`config.mk`:
```
export PLATFORM = sky130hd
export DESIGN_NAME = ifu_fetch_queue
export DESIGN_NICKNAME = d
export VERILOG_FILES = /design/src/rtl/config_pkg.sv /design/src/rtl/ifu_fetch_queue.sv
export SDC_FILE = /design/constraint.sdc
export NUM_CORES = 1
export LEC_CHECK = 0
export CORE_MARGIN = 2
export CORE_UTILIZATION = 30
export DETAILED_ROUTE_END_ITERATION = 10
export SYNTH_ARGS = -nofsm -noshare
export SYNTH_HDL_FRONTEND = slang
export SYNTH_SLANG_ARGS = --single-unit
export TNS_END_PERCENT = 100
```
`constraint.sdc`:
```
create_clock -name clk_i -period 6 [get_ports clk_i]
set_input_delay 1.2 -clock clk_i [delete_from_list [all_inputs] [get_ports clk_i]]
set_output_delay 1.2 -clock clk_i [all_outputs]
set_load 0.05 [all_outputs]
```
`src/rtl/config_pkg.sv`:
```
// Core configuration record shared by front-end blocks; EmptyCfg is a small standalone default.
package config_pkg;

  typedef struct packed {
    int unsigned IFU_FQ_DEPTH;
    int unsigned INSTR_PER_FETCH;
    int unsigned ILEN;
    int unsigned VLEN;
  } cfg_t;

  localparam cfg_t EmptyCfg = '{
    IFU_FQ_DEPTH:    32'd4,
    INSTR_PER_FETCH: 32'd4,
    ILEN:            32'd32,
    VLEN:            32'd32
  };

endpackage

```
`src/rtl/ifu_fetch_queue.sv`:
```
// Fetch-group FIFO between the ICache stage and decode.
// Define IFU_FETCHQ_BYPASS_EN to forward a group straight to decode when the queue is empty.
module ifu_fetch_queue #(
  parameter config_pkg::cfg_t Cfg = config_pkg::EmptyCfg
) (
  input  logic                                           clk_i,
  input  logic                                           rst_ni,
  input  logic                                           flush_i,
  input  logic                                           enq_valid_i,
  output logic                                           enq_ready_o,
  input  logic [Cfg.VLEN-1:0]                            enq_pc_i,
  input  logic [Cfg.INSTR_PER_FETCH*Cfg.ILEN-1:0]        enq_instrs_i,
  input  logic [Cfg.INSTR_PER_FETCH-1:0]                 enq_slot_valid_i,
  output logic                                           deq_valid_o,
  input  logic                                           deq_ready_i,
  output logic [Cfg.VLEN-1:0]                            deq_pc_o,
  output logic [Cfg.INSTR_PER_FETCH*Cfg.ILEN-1:0]        deq_instrs_o,
  output logic [Cfg.INSTR_PER_FETCH-1:0]                 deq_slot_valid_o,
  output logic [$clog2(Cfg.IFU_FQ_DEPTH+1)-1:0]          count_o
);

  localparam int unsigned DEPTH = Cfg.IFU_FQ_DEPTH;
  localparam int unsigned N     = Cfg.INSTR_PER_FETCH;
  localparam int unsigned ILEN  = Cfg.ILEN;
  localparam int unsigned VLEN  = Cfg.VLEN;
  localparam int unsigned PW    = $clog2(DEPTH);
  localparam int unsigned CW    = $clog2(DEPTH + 1);

  typedef struct packed {
    logic [VLEN-1:0]   pc;
    logic [N*ILEN-1:0] instrs;
    logic [N-1:0]      mask;
  } fq_entry_t;

  fq_entry_t       mem_q [DEPTH];
  logic [PW-1:0]   wr_ptr_q, wr_ptr_d;
  logic [PW-1:0]   rd_ptr_q, rd_ptr_d;
  logic [CW-1:0]   count_q,  count_d;

  logic            enq_ready;
  logic            deq_valid;
  logic            enq_fire;
  logic            deq_fire;
  logic            byp;
  logic            push;
  logic            pop;

`ifdef IFU_FETCHQ_BYPASS_EN
  assign byp = (count_q == '0) & enq_valid_i & (|enq_slot_valid_i) & ~flush_i;
`else
  assign byp = 1'b0;
`endif

  assign enq_ready = (count_q < CW'(DEPTH));
  assign deq_valid = ((count_q != '0) | byp) & ~flush_i;
  assign enq_fire  = enq_valid_i & enq_ready & ~flush_i;
  assign deq_fire  = deq_valid & deq_ready_i & ~flush_i;

  // Empty-mask groups complete the handshake but are dropped; a consumed bypass group is never stored.
  assign push = enq_fire & (|enq_slot_valid_i) & ~(byp & deq_ready_i);
  assign pop  = deq_fire & (count_q != '0);

  always_comb begin
    wr_ptr_d = wr_ptr_q;
    rd_ptr_d = rd_ptr_q;
    count_d  = count_q;
    if (flush_i) begin
      wr_ptr_d = '0;
      rd_ptr_d = '0;
      count_d  = '0;
    end else begin
      if (push) wr_ptr_d = wr_ptr_q + PW'(1);
      if (pop)  rd_ptr_d = rd_ptr_q + PW'(1);
      count_d = count_q + CW'(push) - CW'(pop);
    end
  end

  always_ff @(posedge clk_i or negedge rst_ni) begin
    if (!rst_ni) begin
      wr_ptr_q <= '0;
      rd_ptr_q <= '0;
      count_q  <= '0;
    end else begin
      wr_ptr_q <= wr_ptr_d;
      rd_ptr_q <= rd_ptr_d;
      count_q  <= count_d;
    end
  end

  // Storage is not reset; occupancy is tracked solely by the pointers and count.
  always_ff @(posedge clk_i) begin
    if (push) begin
      mem_q[wr_ptr_q] <= '{pc: enq_pc_i, instrs: enq_instrs_i, mask: enq_slot_valid_i};
    end
  end

  assign enq_ready_o      = enq_ready;
  assign deq_valid_o      = deq_valid;
  assign deq_pc_o         = byp ? enq_pc_i         : mem_q[rd_ptr_q].pc;
  assign deq_instrs_o     = byp ? enq_instrs_i     : mem_q[rd_ptr_q].instrs;
  assign deq_slot_valid_o = byp ? enq_slot_valid_i : mem_q[rd_ptr_q].mask;
  assign count_o          = count_q;

endmodule

```
; Yosys cells after proc, flatten, opt, wreduce, memory -nomap -nowiden
; Memory sizes are Yosys's and may differ from the RTL's.
; Index checks and enable logic that the tools add are counted.
[op_classes]
n_addsub = 4
reduce_logical = 4
n_mux = 7
order_cmp = 1
bitwise_logic = 8
[ops]
columns = operator, count
row1 = $mux W2, 4
row2 = $and A1 B1 Y1, 7
row3 = $add A2 B1 Y2 const B, 2
row4 = $reduce_bool A2 Y1, 2
row5 = $reduce_or A4 Y1, 1
row6 = $add A3 B1 Y3, 1
row7 = $lt A3 B3 Y1 const B, 1
row8 = $mux W3, 1
row9 = $reduce_bool A3 Y1, 1
row10 = $sub A3 B1 Y3, 1
row11 = $mux W1, 2
row12 = $not A1 Y1, 1
[totals]
word_cells = 28
out_inout_bits = 169
mem_bits_rw = 656
register_bits = 7
inputBits = 169
memories = 1
[mem_list]
columns = name, words, word_bits, read_ports, rd_ports_with_merged_regs, wr, line
row1 = mem_q, 4, 164, 1, 0, 1, ifu_fetch_queue.sv:35  ; fq_entry_t mem_q [DEPTH];

; Depth between registers and ports, before layout
; Gate-level depths: netlist (run 1).
[depth]
word_depth = 7
ltp_mapped = 10
depth_no_buf = 10

; Least setup slack after synthesis (run 1)
; OpenSTA, ideal clock, no wires.
[synth_path]
kind = input port to flip-flop
startpoint = input flush_i
endpoint = memory mem_q[2][0] (netlist bit), enable pin
arrival_ps = 5490
t_required_ps = 5456
path_buffers = 0
path_slack_ps = -33
setup_time_ps = 544
cell_stages = 2
cell_sequence = nor4b_1 -> and2_1
[synth_via]
elab_chain_cells = 5
[synth_lines]
columns = element, line
row1 = start: declaration, ifu_fetch_queue.sv:8  ; input logic flush_i,
row2 = $not A1 Y1, ifu_fetch_queue.sv:56  ; assign enq_fire = enq_valid_i & enq_ready & ~flush_i;
row3 = $and A1 B1 Y1, ifu_fetch_queue.sv:56
row4 = $and A1 B1 Y1, ifu_fetch_queue.sv:60  ; assign push = enq_fire & (|enq_slot_valid_i) & ~(byp & deq_ready_i);
row5 = $mux W1, ifu_fetch_queue.sv:92  ; if (push) begin
row6 = $mux W1 (not written as such), ifu_fetch_queue.sv:93  ; mem_q[wr_ptr_q] <= '{pc: enq_pc_i, instrs: enq_instrs_i, mask: enq_slot_valid_i};
row7 = end: declaration, ifu_fetch_queue.sv:35
; Every way passes these cells.

; Worst setup path in the final report (run 1)
[layout_path]
startpoint = register rd_ptr_q[0]
endpoint = output deq_instrs_o[81]
[layout_via]
elab_chain_cells = 1
[layout_lines]
columns = element, line
row1 = start: declaration, ifu_fetch_queue.sv:37  ; logic [PW-1:0] rd_ptr_q, rd_ptr_d;
row2 = start signal: assignment, ifu_fetch_queue.sv:85  ; rd_ptr_q <= rd_ptr_d;
row3 = $mem_v2 Z4 W164, n/a
row4 = end: declaration, ifu_fetch_queue.sv:17  ; output logic [Cfg.INSTR_PER_FETCH*Cfg.ILEN-1:0] deq_instrs_o,
; Every way passes these cells.

==> results of run 1 <==
[path summary, 6_finish.rpt]
check / startpoint / endpoint / slack (ns) / depth (start not counted)
max in group asynchronous: rst_ni / rd_ptr_q[0] / 4.83 / 1
min in group asynchronous: rst_ni / count_o[0] / 0.87 / 1
hold reg to reg: wr_ptr_q[1] / wr_ptr_q[1] / 0.63 / 2
setup / recovery: rd_ptr_q[0] / deq_instrs_o[81] / 1.40 / 3
setup reg to reg: count_o[2] / mem_q[3][151] / 3.05 / 3
hold / removal: wr_ptr_q[1] / wr_ptr_q[1] / 0.63 / 2
[cell type report]
class / instances / area, um^2
repair buffers: 375 / 3810
diodes: 2 / 5.00
multi-input cells: 198 / 3970
flip-flops and latches: 663 / 19900
well taps: 1060 / 1330
clock buffers: 95 / 1970
inverters: 6 / 22.5
fillers: 7139 / 48900
clock inverters: 36 / 288
[metrics by stage]
step	util [%]	instance area, um^2	power (mW)	setup WS (ns)	hold WS, ns
global placement	36.2	29000	9.28	1.69	0.575
floorplan	-	24200	8.11	1.77	0.555
CTS	39.0	31300	13.6	1.24	0.641
global route	39.0	31300	13.8	1.16	0.656
finish	39.0	31300	13.3	1.40	0.628
detailed placement	36.2	29000	9.30	1.58	0.625
[worst register-to-register path: cells and delay by family (launching register included)]
family	cells	cell delay, ns
AND/OR/NAND/NOR	2	1.72
flip-flops	1	0.47
buffers and inverters	1	0.43
[state kept, by name, summed over array words and instances (netlist names)]
register	cells
wr_ptr_q	2
rd_ptr_q	2
count_o	3
mem_q	656
[logic make-up after synthesis]
logic type | synth area share (%)
compound gates | 0.0672
xor+xnor | 0.145
fa+ha+maj | 0.393
buf+inv | 1.48
flops | 82.1
mux | 15.4
simple gates | 0.419
[metal layers]
layer | wire length, um | track usage [%] | up-vias
met3 | 3610 | 3.69 | 94
met5 | 96 | 0 | -
met2 | 25100 | 19.9 | 292
met1 | 20600 | 15.1 | 5667
li1 | - | - | 4755
met4 | 1150 | 4.22 | 14
[report_power, final]
group	internal (mW)	switching, mW	total [mW]	leakage [nW]
Clock	2.49	1.72	4.21	1.10
Sequential	5.32	0.137	5.46	6.04
Combinational	1.43	2.23	3.66	2.55
Total	9.24	4.09	13.3	9.69
[layout by cell type, fill, tap and decap left out]
cell and n:
clkinv_4 1, buf_4 26, clkbuf_16 75, nand2b_1 2
ha_1 6, clkinv_2 13, nor2_1 8, clkinvlp_4 3
fa_1 1, mux4_2 164, mux2_2 1, and2_4 4
inv_1 6, buf_12 12, bufinv_16 4, dfrtp_4 2
o311ai_0 1, dfrtp_1 5, nor3b_1 1, o31ai_1 1
clkbuf_1 18, nor2b_1 1, inv_6 3, nor4b_1 1
edfxtp_1 656, nor4_1 1, mux2i_1 1, clkdlybuf4s50_1 337
clkinv_1 12, xnor2_1 1, clkbuf_8 2, xor2_1 3
diode_2 2, nor3_1 1
==> run_results.csv, run 1 <==
group,metric,value,unit
outcome,status,"finished clean",
clock_network,ctsHoldBuffers,0,
grt,grt_pass1_vias,11700,
timing,finalCritPeriodShare,76.7,%
hold_path,hp-class,"flip-flop to flip-flop",
flow_run,maxCapViolCount,0,
finish,final_nets,1493,
power_and_ir_drop,power_density,426,nW/um^2
yosys,ys_seq_area_share,82.1,%
power_and_ir_drop,p_leak,9.69,nW
finish,fin_cells,2435,
placed_design,placed_cells,2302,
yosys,synth_area_leaders,"edfxtp_1 (81%), mux4_2 (15%), dfrtp_1 (0.72%), buf_8 (0.68%), buf_2 (0.35%)",
yosys,ys_top_cells_by_count,"edfxtp_1 (656), mux4_2 (164), buf_2 (17), buf_8 (11), nor2_1 (8)",
detailed_routing,drtPass1Iterations,4,
yosys,avgSynthCellArea,26.7,um^2
clock_network,post-cts-setup-buffers,0,
power_and_ir_drop,max-vdd-ir-drop,0.243,mV
finish,layout-drive-gt1-share,22.6,%
yosys,yosysTopAreaCell,"edfxtp_1",
timing,finClkSkew,0.0310,ns
placed_design,dp_hpwl,31.5,mm
yosys,yosys.area.top_type_share,81.4,%
timing,relSlewSlack,35.1,%
detailed_routing,vias,10800,
yosys,synthFlopType,"edfxtp_1",
grt,overflow,0,
placed_design,gp_congestion,0.721,
timing,report.final.slew_viol_count,0,
yosys,synth_async_sr_flop_share,1.06,%
clock_network,path_clk_slew,0.06,ns
grt,track_usage,12.1,%
yosys,synthCells,906,
yosys,yosysWarnings,0,
clock_network,cts_tree,"built",
clock_network,postCtsResizedCells,0,
setup_path,cp-end-kind,"output port",
clock_network,htree_num_levels,3,
placed_design,portBuffers,337,
clock_network,clkLatencyLatePin,0.60,ns
yosys,synth_nets,1082,
yosys,synth_edf_count,656,
setup_path,path_class,"flip-flop to output port",
setup_path,critPathTopFamily,"buffers and inverters",
setup_path,path_max_fanout,44,
clock_network,clk_path_buf_depth,3,
yosys,ys_ff_latch,663,
clock_network,numCtsBuffers,73,
setup_path,crit_path_top_delay_cell,"dfrtp_4",
die,die_h,288,um
die,rows,104,
setup_path,slowest_delay,0.98,ns
die,die-area,82900,um^2
setup_path,worst_setup_path_start_kind,"flip-flop",
detailed_routing,drtAntennaViolNets,0,
yosys,synth_most_common_cell,"edfxtp_1",
setup_path,crit_chain,"buf_12 -> mux4_2 -> clkdlybuf4s50_1",
timing,tns,0,ns
grt,grt_max_degree,55,
yosys,syn-cell-area,24200,um^2
yosys,yosys.cell_types.count,24,
detailed_routing,vias_per_cell,4.44,
timing,fmax,0.217,GHz
detailed_routing,drt_iter0_markers,568,
detailed_routing,wl_per_cell,20.8,um
setup_path,crit_arrival,3.40,ns
timing,rsz0062_at_grt,"no",
finish,area.growth.synth_to_final,29.3,%
die,coreArea,80200,um^2
timing,setup_viol,0,
timing,finalHoldViolations,0,
die,initial_core_util,30.2,%
grt,grt_pass1_wl,74.1,mm
timing,worstMarginPinSlew,0.973,ns
die,ios,338,
timing,layout_min_cycle_time,4.60,ns
detailed_routing,drcViolationCount,0,
setup_path,cp_data_required_time,4.80,ns
clock_network,cts_root_buf,"clkbuf_16",
detailed_routing,drt_wl_total,50.6,mm
setup_path,cp_num_buf_inv,2,
grt,antenna_found_initial,8,
die,dieWidth,288,um
clock_network,cts_sinks,663,
Power figures use the tool's default switching activity.
==> inputs of run 2 (changes only) <==
==> constraint.sdc (replaced) <==
create_clock -name clk_i -period 3.9 [get_ports clk_i]
set_input_delay 0.78 -clock clk_i [delete_from_list [all_inputs] [get_ports clk_i]]
set_output_delay 0.78 -clock clk_i [all_outputs]
set_load 0.05 [all_outputs]
==> run_results.csv, run 2 (synthesized netlist as in run 1, its figures left out) <==
group,metric,value,unit
outcome,status,"finished clean",
finish,layout-drive-gt1-share,22.4,%
finish,top_register,"mem_q",
grt,antenna_found_initial,7,
placed_design,dp_hpwl,30.9,mm
setup_path,critPathMostFrequentCell,"buf_12",
timing,fmax,0.270,GHz
clock_network,numCtsBuffers,73,
grt,grt_pass1_wl,75.4,mm
clock_network,post-cts-setup-buffers,0,
timing,worstMarginPinSlew,0.631,ns
finish,final_cell_mix,"edfxtp_1 (656), clkdlybuf4s50_1 (337), mux4_2 (164)",
power_and_ir_drop,p_leak,9.75,nW
timing,finClkSkew,0.0200,ns
setup_path,cp_data_required_time,3.12,ns
timing,setup_viol,0,
setup_path,cp-end-kind,"output port",
die,rows,104,
placed_design,gp_congestion,0.715,
die,initial_core_util,30.2,%
clock_network,path_clk_slew,0.06,ns
detailed_routing,drt_iter0_markers,668,
clock_network,ctsHoldBuffers,0,
setup_path,path_max_fanout,37,
die,coreArea,80200,um^2
timing,finalHoldViolations,0,
power_and_ir_drop,max-vdd-ir-drop,0.363,mV
detailed_routing,vias,11000,
setup_path,slowest_delay,0.74,ns
hold_path,hp-class,"primary input to async pin",
finish,final_common_cell,"edfxtp_1",
flow_run,maxCapViolCount,0,
clock_network,clkLatencyLatePin,0.61,ns
die,die_h,288,um
timing,relSlewSlack,57.8,%
finish,final_nets,1496,
detailed_routing,drcViolationCount,0,
placed_design,placed_cells,2305,
detailed_routing,drtAntennaViolNets,0,
setup_path,critPathTopFamily,"buffers and inverters",
finish,largest_reg_flops,656,
clock_network,postCtsResizedCells,0,
die,ios,338,
grt,overflow,0,
timing,rsz0062_at_grt,"no",
power_and_ir_drop,design_power_total,20.6,mW
die,die-area,82900,um^2
timing,finalCritPeriodShare,94.8,%
detailed_routing,vias_per_cell,4.52,
timing,tns,0,ns
finish,fin_cells,2436,
timing,report.final.slew_viol_count,0,
setup_path,cp_num_buf_inv,3,
detailed_routing,wl_per_cell,21.0,um
grt,grt_pass1_vias,11900,
die,dieWidth,288,um
setup_path,crit_path_top_delay_cell,"clkdlybuf4s50_1",
placed_design,postPlaceCellArea,29200,um^2
detailed_routing,drt_wl_total,51.1,mm
clock_network,cts_sinks,663,
grt,grt_max_degree,62,
placed_design,portBuffers,337,
detailed_routing,drtPass1Iterations,4,
finish,final_cell_area,31500,um^2
clock_network,cts_tree,"built",
setup_path,crit_arrival,2.92,ns
timing,layout_min_cycle_time,3.70,ns
clock_network,htree_num_levels,3,
power_and_ir_drop,power_density,655,nW/um^2
clock_network,clk_path_buf_depth,3,
grt,track_usage,12.2,%
setup_path,worst_setup_path_start_kind,"flip-flop",
finish,area.growth.synth_to_final,30.2,%
setup_path,path_class,"flip-flop to output port",
setup_path,crit_chain,"buf_12 -> buf_12 -> mux4_2 -> clkdlybuf4s50_1",
clock_network,cts_root_buf,"clkbuf_16",
run 2: cell count changes in the layout (fill, tap and decap cells not counted), sizes merged:
cell,delta
buf,+3
clkbuf,-1
clkinv,-1
clkinvlp,-1
inv,+1
run 2: stage by stage:
stage / util [%] / hold WS [ns] / setup WS, ns
2_1_floorplan: - / 0.484 / 0.0906
3_3_place_gp: 36.4 / 0.570 / 0.675
3_5_place_dp: 36.4 / 0.594 / 0.606
4_1_cts: 39.3 / 0.405 / 0.0919
5_1_grt: 39.3 / 0.423 / 0.0359
6_report: 39.3 / 0.446 / 0.202
run 2: path summary, 6_finish.rpt:
kind | from | endpoint | slack (ns) | cells after the start
max | rd_ptr_q[0] | deq_instrs_o[68] | 0.20 | 4
min | rst_ni | count_o[0] | 0.45 | 1
max reg2reg | count_o[2] | count_o[2] | 1.52 | 10
min reg2reg | wr_ptr_q[1] | wr_ptr_q[1] | 0.61 | 2
max in group asynchronous | rst_ni | rd_ptr_q[1] | 3.15 | 1
min in group clk_i | wr_ptr_q[1] | wr_ptr_q[1] | 0.61 | 2
run 2: final cells by class:
class	instances	area, um^2
flip-flops and latches	663	19900
clock inverters	35	369
fillers	7177	48700
repair buffers	378	3990
multi-input cells	198	3970
clock buffers	94	1930
well taps	1060	1330
diodes	2	5.00
inverters	6	22.5
run 2: layer usage:
metal  global-route usage, %  wire length [um]  vias to the layer above
li1                        -                 -                     4764
met1                    15.2             21100                     5861
met2                    19.9             25100                      298
met3                    4.20              3860                       85
met4                    4.00               977                       14
met5                       0                86                        -
run 2: worst register-to-register path: stages (launching register included):
cell and delay [ns]:
dfrtp_1 0.47, nor4b_1 0.36, buf_4 0.20, inv_1 0.05
ha_1 0.27, inv_1 0.06, ha_1 0.14, inv_1 0.06
fa_1 0.41, xnor2_1 0.19, nor2_1 0.06
run 2: power breakdown:
part | switching [mW] | internal (mW)
registers | 0.105 | 8.19
clock network | 2.78 | 3.79
logic | 3.52 | 2.24
total | 6.40 | 14.2
==> inputs of run 3 (changes only) <==
--- a/config.mk
+++ b/config.mk
@@ -8,6 +8,7 @@
 export CORE_MARGIN = 2
 export CORE_UTILIZATION = 30
 export DETAILED_ROUTE_END_ITERATION = 10
+export DONT_BUFFER_PORTS = 1
 export SYNTH_ARGS = -nofsm -noshare
 export SYNTH_HDL_FRONTEND = slang
 export SYNTH_SLANG_ARGS = --single-unit
==> run_results.csv, run 3 (synthesized netlist as in run 1, its figures left out) <==
group,metric,value,unit
clock_network,numCtsBuffers,71,
die,die-area,82900,um^2
hold_path,min_to,"count_o[2]",
outcome,status,"finished clean",
timing,finClkSkew,0.0265,ns
finish,final_cell_mix,"edfxtp_1 (656), mux4_2 (164), clkbuf_16 (72)",
setup_path,r2r_start,"count_o[2]",
detailed_routing,drt_iter0_markers,631,
clock_network,clkLatencyLatePin,0.60,ns
detailed_routing,drtAntennaViolNets,0,
power_and_ir_drop,power_density,688,nW/um^2
timing,finalHoldViolations,0,
power_and_ir_drop,p_leak,8.37,nW
setup_path,crit_chain,"buf_12 -> buf_4 -> mux4_2",
finish,layout-drive-gt1-share,29.2,%
detailed_routing,drcViolationCount,0,
placed_design,dp_hpwl,29.3,mm
hold_path,hp-class,"primary input to flip-flop",
detailed_routing,vias,9573,
hold_path,hold_path_depth,1,
grt,track_usage,11.2,%
timing,rsz0062_at_grt,"no",
timing,relSlewSlack,41.5,%
setup_path,timing.rr.end,"count_o[2]",
grt,grt_pass1_wl,69.1,mm
die,rows,104,
clock_network,clk_path_buf_depth,3,
setup_path,cp-end-kind,"output port",
finish,largest_reg_flops,656,
placed_design,gp_congestion,0.711,
finish,top_register,"mem_q",
flow_run,maxCapViolCount,0,
setup_path,worst_setup_path_start_kind,"flip-flop",
hold_path,hold_start,"flush_i",
die,dieWidth,288,um
clock_network,htree_num_levels,3,
timing,report.final.slew_viol_count,0,
grt,grt_max_degree,55,
setup_path,critPathTopFamily,"multiplexers",
grt,overflow,0,
setup_path,crit_arrival,2.59,ns
detailed_routing,drtPass1Iterations,4,
finish,final_nets,1151,
timing,worstMarginPinSlew,0.874,ns
grt,grt_pass1_vias,10400,
power_and_ir_drop,max-vdd-ir-drop,0.467,mV
finish,final_common_cell,"edfxtp_1",
clock_network,cts_tree,"built",
timing,tns,0,ns
clock_network,cts_root_buf,"clkbuf_16",
placed_design,portBuffers,0,
detailed_routing,drt_wl_total,47.1,mm
setup_path,cp_num_buf_inv,2,
finish,fillers,7341,
detailed_routing,vias_per_cell,4.59,
die,initial_core_util,30.2,%
timing,whs,0.237,ns
grt,antenna_found_initial,1,
timing,fmax,0.297,GHz
die,ios,338,
finish,diodes,0,
die,coreArea,80200,um^2
setup_path,cp_data_required_time,3.12,ns
timing,setup_viol,0,
timing,layout_min_cycle_time,3.37,ns
detailed_routing,wl_per_cell,22.6,um
finish,area.growth.synth_to_final,15.6,%
clock_network,path_clk_slew,0.06,ns
clock_network,cts_sinks,663,
timing,finalCritPeriodShare,86.5,%
setup_path,path_class,"flip-flop to output port",
die,die_h,288,um
setup_path,crit_path_top_delay_cell,"mux4_2",
setup_path,reg2reg_slack,1.35,ns
setup_path,path_max_fanout,17,
setup_path,slowest_delay,0.72,ns
setup_path,reg2reg_depth,10,
## run 3: cell types whose count changed in the layout (fill, tap and decap cells not counted), moves of 2 or more
cell and delta:
diode_2 -2, buf_12 -6, bufinv_16 +2, clkinv_1 -3, clkdlybuf4s50_1 -337
## run 3: final cells by class
type / instances / area (um^2) / area share [%]
Sequential cell: 663 / 19900 / 71.1
Multi-Input combinational cell: 198 / 3970 / 14.2
Clock buffer: 91 / 1880 / 6.73
Tap cell: 1060 / 1330 / 4.74
Timing Repair Buffer: 35 / 503 / 1.80
Clock inverter: 33 / 385 / 1.38
Inverter: 6 / 22.5 / 0.0805
## run 3: metal layers
layer | share of wire [%] | vias to the layer above | GRT usage [%]
met4 | 2.5 | 2 | 3.89
met3 | 10 | 88 | 5.31
met1 | 38 | 5137 | 13.1
met5 | 0.040 | - | 0
li1 | - | 4055 | -
met2 | 49 | 291 | 18.2
## run 3: worst reg2reg max path, delay by kind of cell, from the launching register on
family | cells | cell delay, ns
xor gates and xnor gates | 1 | 0.16
adders and majority gates | 3 | 0.81
buffers and inverters | 4 | 0.35
DFF | 1 | 0.63
and+or+nand+nor | 2 | 0.48
## run 3: worst max path at each step
stage | from | to | cells past startpoint
after floorplan | count_o[2] | mem_q[0][0] | 3
after global placement | rd_ptr_q[0] | deq_pc_o[3] | 3
after detailed placement | rd_ptr_q[0] | deq_pc_o[3] | 3
after CTS | rd_ptr_q[0] | deq_pc_o[3] | 3
after global routing | rd_ptr_q[0] | deq_pc_o[3] | 3
final | rd_ptr_q[0] | deq_pc_o[3] | 3
## run 3: repair_timing
| action | CTS | global route |
|---|---|---|
| endpoints found under the hold margin | 7 | 0 |
| endpoints found under the setup margin | 0 | 0 |
| buffers inserted | 0 | 0 |
| hold buffers | 1 | 0 |
| gates resized for setup | 0 | 0 |
## run 3: report_power, final
group	internal, mW	total (mW)	switching, mW
Clock	3.84	6.52	2.68
Sequential	8.19	8.36	0.171
Combinational	1.19	4.38	3.19
Total	13.2	19.3	6.05
## run 3: through the flow
stage / cell area, um^2 / setup slack, ns / power [mW] / cells / util [%]
detailed placement: 25700 / 1.07 / 13.0 / 1961 / 32.1
global placement: 25700 / 1.13 / 12.9 / 1961 / 32.1
finish: 28000 / 0.528 / 19.3 / 2086 / 34.9
CTS: 28000 / 0.397 / 19.6 / 2086 / 34.9
floorplan: 24200 / 0.0906 / 12.5 / 906 / -
global route: 28000 / 0.353 / 20.0 / 2086 / 34.9
==> edit: new RTL, settings of run 3 <==
Add a define of `IFU_FETCHQ_BYPASS_EN`.
--- a/src/rtl/ifu_fetch_queue.sv
+++ b/src/rtl/ifu_fetch_queue.sv
@@ -1,5 +1,7 @@
 // Fetch-group FIFO between the ICache stage and decode.
 // Define IFU_FETCHQ_BYPASS_EN to forward a group straight to decode when the queue is empty.
+`define IFU_FETCHQ_BYPASS_EN
+
 module ifu_fetch_queue #(
   parameter config_pkg::cfg_t Cfg = config_pkg::EmptyCfg
 ) (
Function: changed (Yosys sat finds a counterexample within 4 cycles, from zero or initial values and one cycle with rst_ni low).
==> edit against run 3 <==
Power rose by 12%; worst setup slack lost 0.12 ns; synthesized cell count up 20%; final area increased by 10%; combinational power increased by 46%; wire length is 15% higher; worst hold slack got worse by 0.011 ns; area after synthesis increased by 12%; sequential cell count stayed put; critical path type unchanged.
==> edit: results (changes against run 3) <==
- Clk Latency, worst-skew pair: 0.61 ns
- # port buffers: 0 (unchanged)
- Vias/cell: 4.71 (+2.6%)
- Max reg flops: 656 (unchanged)
- First-pass GRT wire length: 80,300 um (+16%)
- Cell depth of the worst hold path: 1 (unchanged)
- Tightest Pin Transition: 0.523 ns (-0.350 ns)
- Leakage power: 9.66 nW (+15%)
- Number of global-route vias before repair: 12,100 (+16%)
- Clock Skew: 0.0129 ns (-0.0136 ns)
- Worst vdd ir: 0.572 mV (+22%)
- Ys Warns: 0 (unchanged)
- Share of cells above drive strength 1: 40.4% (+11 points)
- EDFF count, synth: 656 (unchanged)
- Post-Place Cell Area: 28,500 um^2 (+11%)
- Detailed Route Iter0 Violations: 787 (+25%)
- Nets@finish: 1,323 (+15%)
- Post-DP HPWL: 33,500 um (+14%)
- H-tree depth: 3 (unchanged)
- CTS root buf: clkbuf_16
- DP Cell Count: 2,248 (+15%)
- 1st-pass router iterations: 4 (unchanged)
- Synth unique cells: 29 (+21%)
- Worst reg2reg path depth: 11 (+1)
- Pre-CTS setup slack: 0.754 ns (-0.320 ns)
- Leading post-synthesis cells by cell area: edfxtp_1 73%, mux4_2 14%, mux2_4 8.9%
- # diodes: 0 (unchanged)
- Sequential share of the synthesized area: 73.6% (-8.5 points)
- Syn Inst Count: 1,087 (+20%)
- Synth cell count leaders: 656 x edfxtp_1, 164 x mux4_2, 160 x mux2_4
- GRT Resource Usage Total: 11.6% (+0.40 points)
- Routability cong.: 0.702 (-1.3%)
- Routed wire length: 53,900 um (+15%)
- CP arrival: 2.71 ns (+0.12 ns)
- Outcome: completed
- Reg with most FFs: mem_q
- CP top delay family: multiplexers
- Largest net degree at the start of global routing: 60 (+9.1%)
- CP max FO: 47 (+30)
- Clock-pin transition on the worst setup and hold timing paths: 0.06 ns (about the same)
- Critical-path top delay cell: dfrtp_4
- Initial antenna violation count: 1 (unchanged)
- Critical path's largest stage delay: 0.66 ns (-0.06 ns)
- Inserted Clock Buffers: 72 (+1.4%)
- Asr flop ratio synth: 1.06% (unchanged)
- Clock buffer depth: 3 (unchanged)
- Avg WL per Cell: 22.7 um (+0.39%)
- Hold crit path type: in -> reg
edit: cell types whose count changed in the layout (fill, tap and decap cells not counted), moves of 3 or more:
cell,delta
clkinv_4,+3
clkinv_2,+4
buf_4,+3
buf_12,+4
clkinv_1,+4
mux2_2,+3
mux2_4,+160
clkbuf_1,-7
clkbuf_16,+5
edit: cells by family after synthesis:
logic type,count (synthesis),synth area share [%]
flops,663,73.6
mux,330,22.8
buf+inv,62,2.41
simple gates,17,0.473
fa+ha+maj,7,0.352
compound gates,4,0.185
xor+xnor,4,0.130
edit: per-stage QoR:
step / utilization, % / hold slack, ns / setup TNS, ns
6_report: 34.5 / 0.226 / 0
5_1_grt: 34.5 / 0.184 / 0
4_1_cts: 34.5 / 0.161 / 0
3_5_place_dp: 31.8 / 0.485 / 0
3_3_place_gp: 31.8 / 0.485 / 0
2_1_floorplan: - / 0.484 / -82.11
edit: layout make-up:
| cell class | instances | area, um^2 |
|---|---|---|
| fillers | 8191 | 58700 |
| flip-flops and latches | 663 | 19900 |
| multi-input cells | 362 | 6480 |
| clock buffers | 88 | 1970 |
| well taps | 1176 | 1470 |
| repair buffers | 42 | 606 |
| clock inverters | 44 | 439 |
| inverters | 6 | 22.5 |
edit: path summary, 6_finish.rpt:
kind	startpoint	end	slack [ns]
max	rd_ptr_q[0]	deq_instrs_o[39]	0.41
min	flush_i	rd_ptr_q[0]	0.23
max reg2reg	count_o[1]	count_o[2]	1.23
min reg2reg	wr_ptr_q[0]	wr_ptr_q[0]	0.55
max in group asynchronous	rst_ni	rd_ptr_q[1]	3.06
min in group asynchronous	rst_ni	count_o[1]	0.53
edit: metal layers:
metal | up-vias | track usage [%] | part of all wire, %
li1 | 4753 | - | -
met3 | 73 | 4.10 | 8.5
met5 | - | 0 | 0.020
met1 | 6013 | 15.4 | 43
met2 | 375 | 17.8 | 46
met4 | 2 | 3.75 | 2.0
edit: report_power, final:
group	total [mW]	switching [mW]	internal (mW)	leakage, nW
clock network	6.81	2.68	4.13	1.17
logic	6.41	4.12	2.29	2.47
registers	8.29	0.113	8.17	6.02
edit: timing repair:
item                                    CTS  global route
hold buffers                              1             0
hold endpoints to repair                  7             0
gates resized for setup                   0             0
endpoints found under the setup margin    0             0
buffers inserted                          0             0
edit: worst register-to-register path: cells and delay by family (launching register included):
family | cells | cell delay, ns
xor gates and xnor gates | 1 | 0.16
buffers and inverters | 4 | 0.49
adders and majority gates | 3 | 0.84
AOI/OAI and AO/OA | 1 | 0.53
DFF | 1 | 0.36
and+or+nand+nor | 2 | 0.17
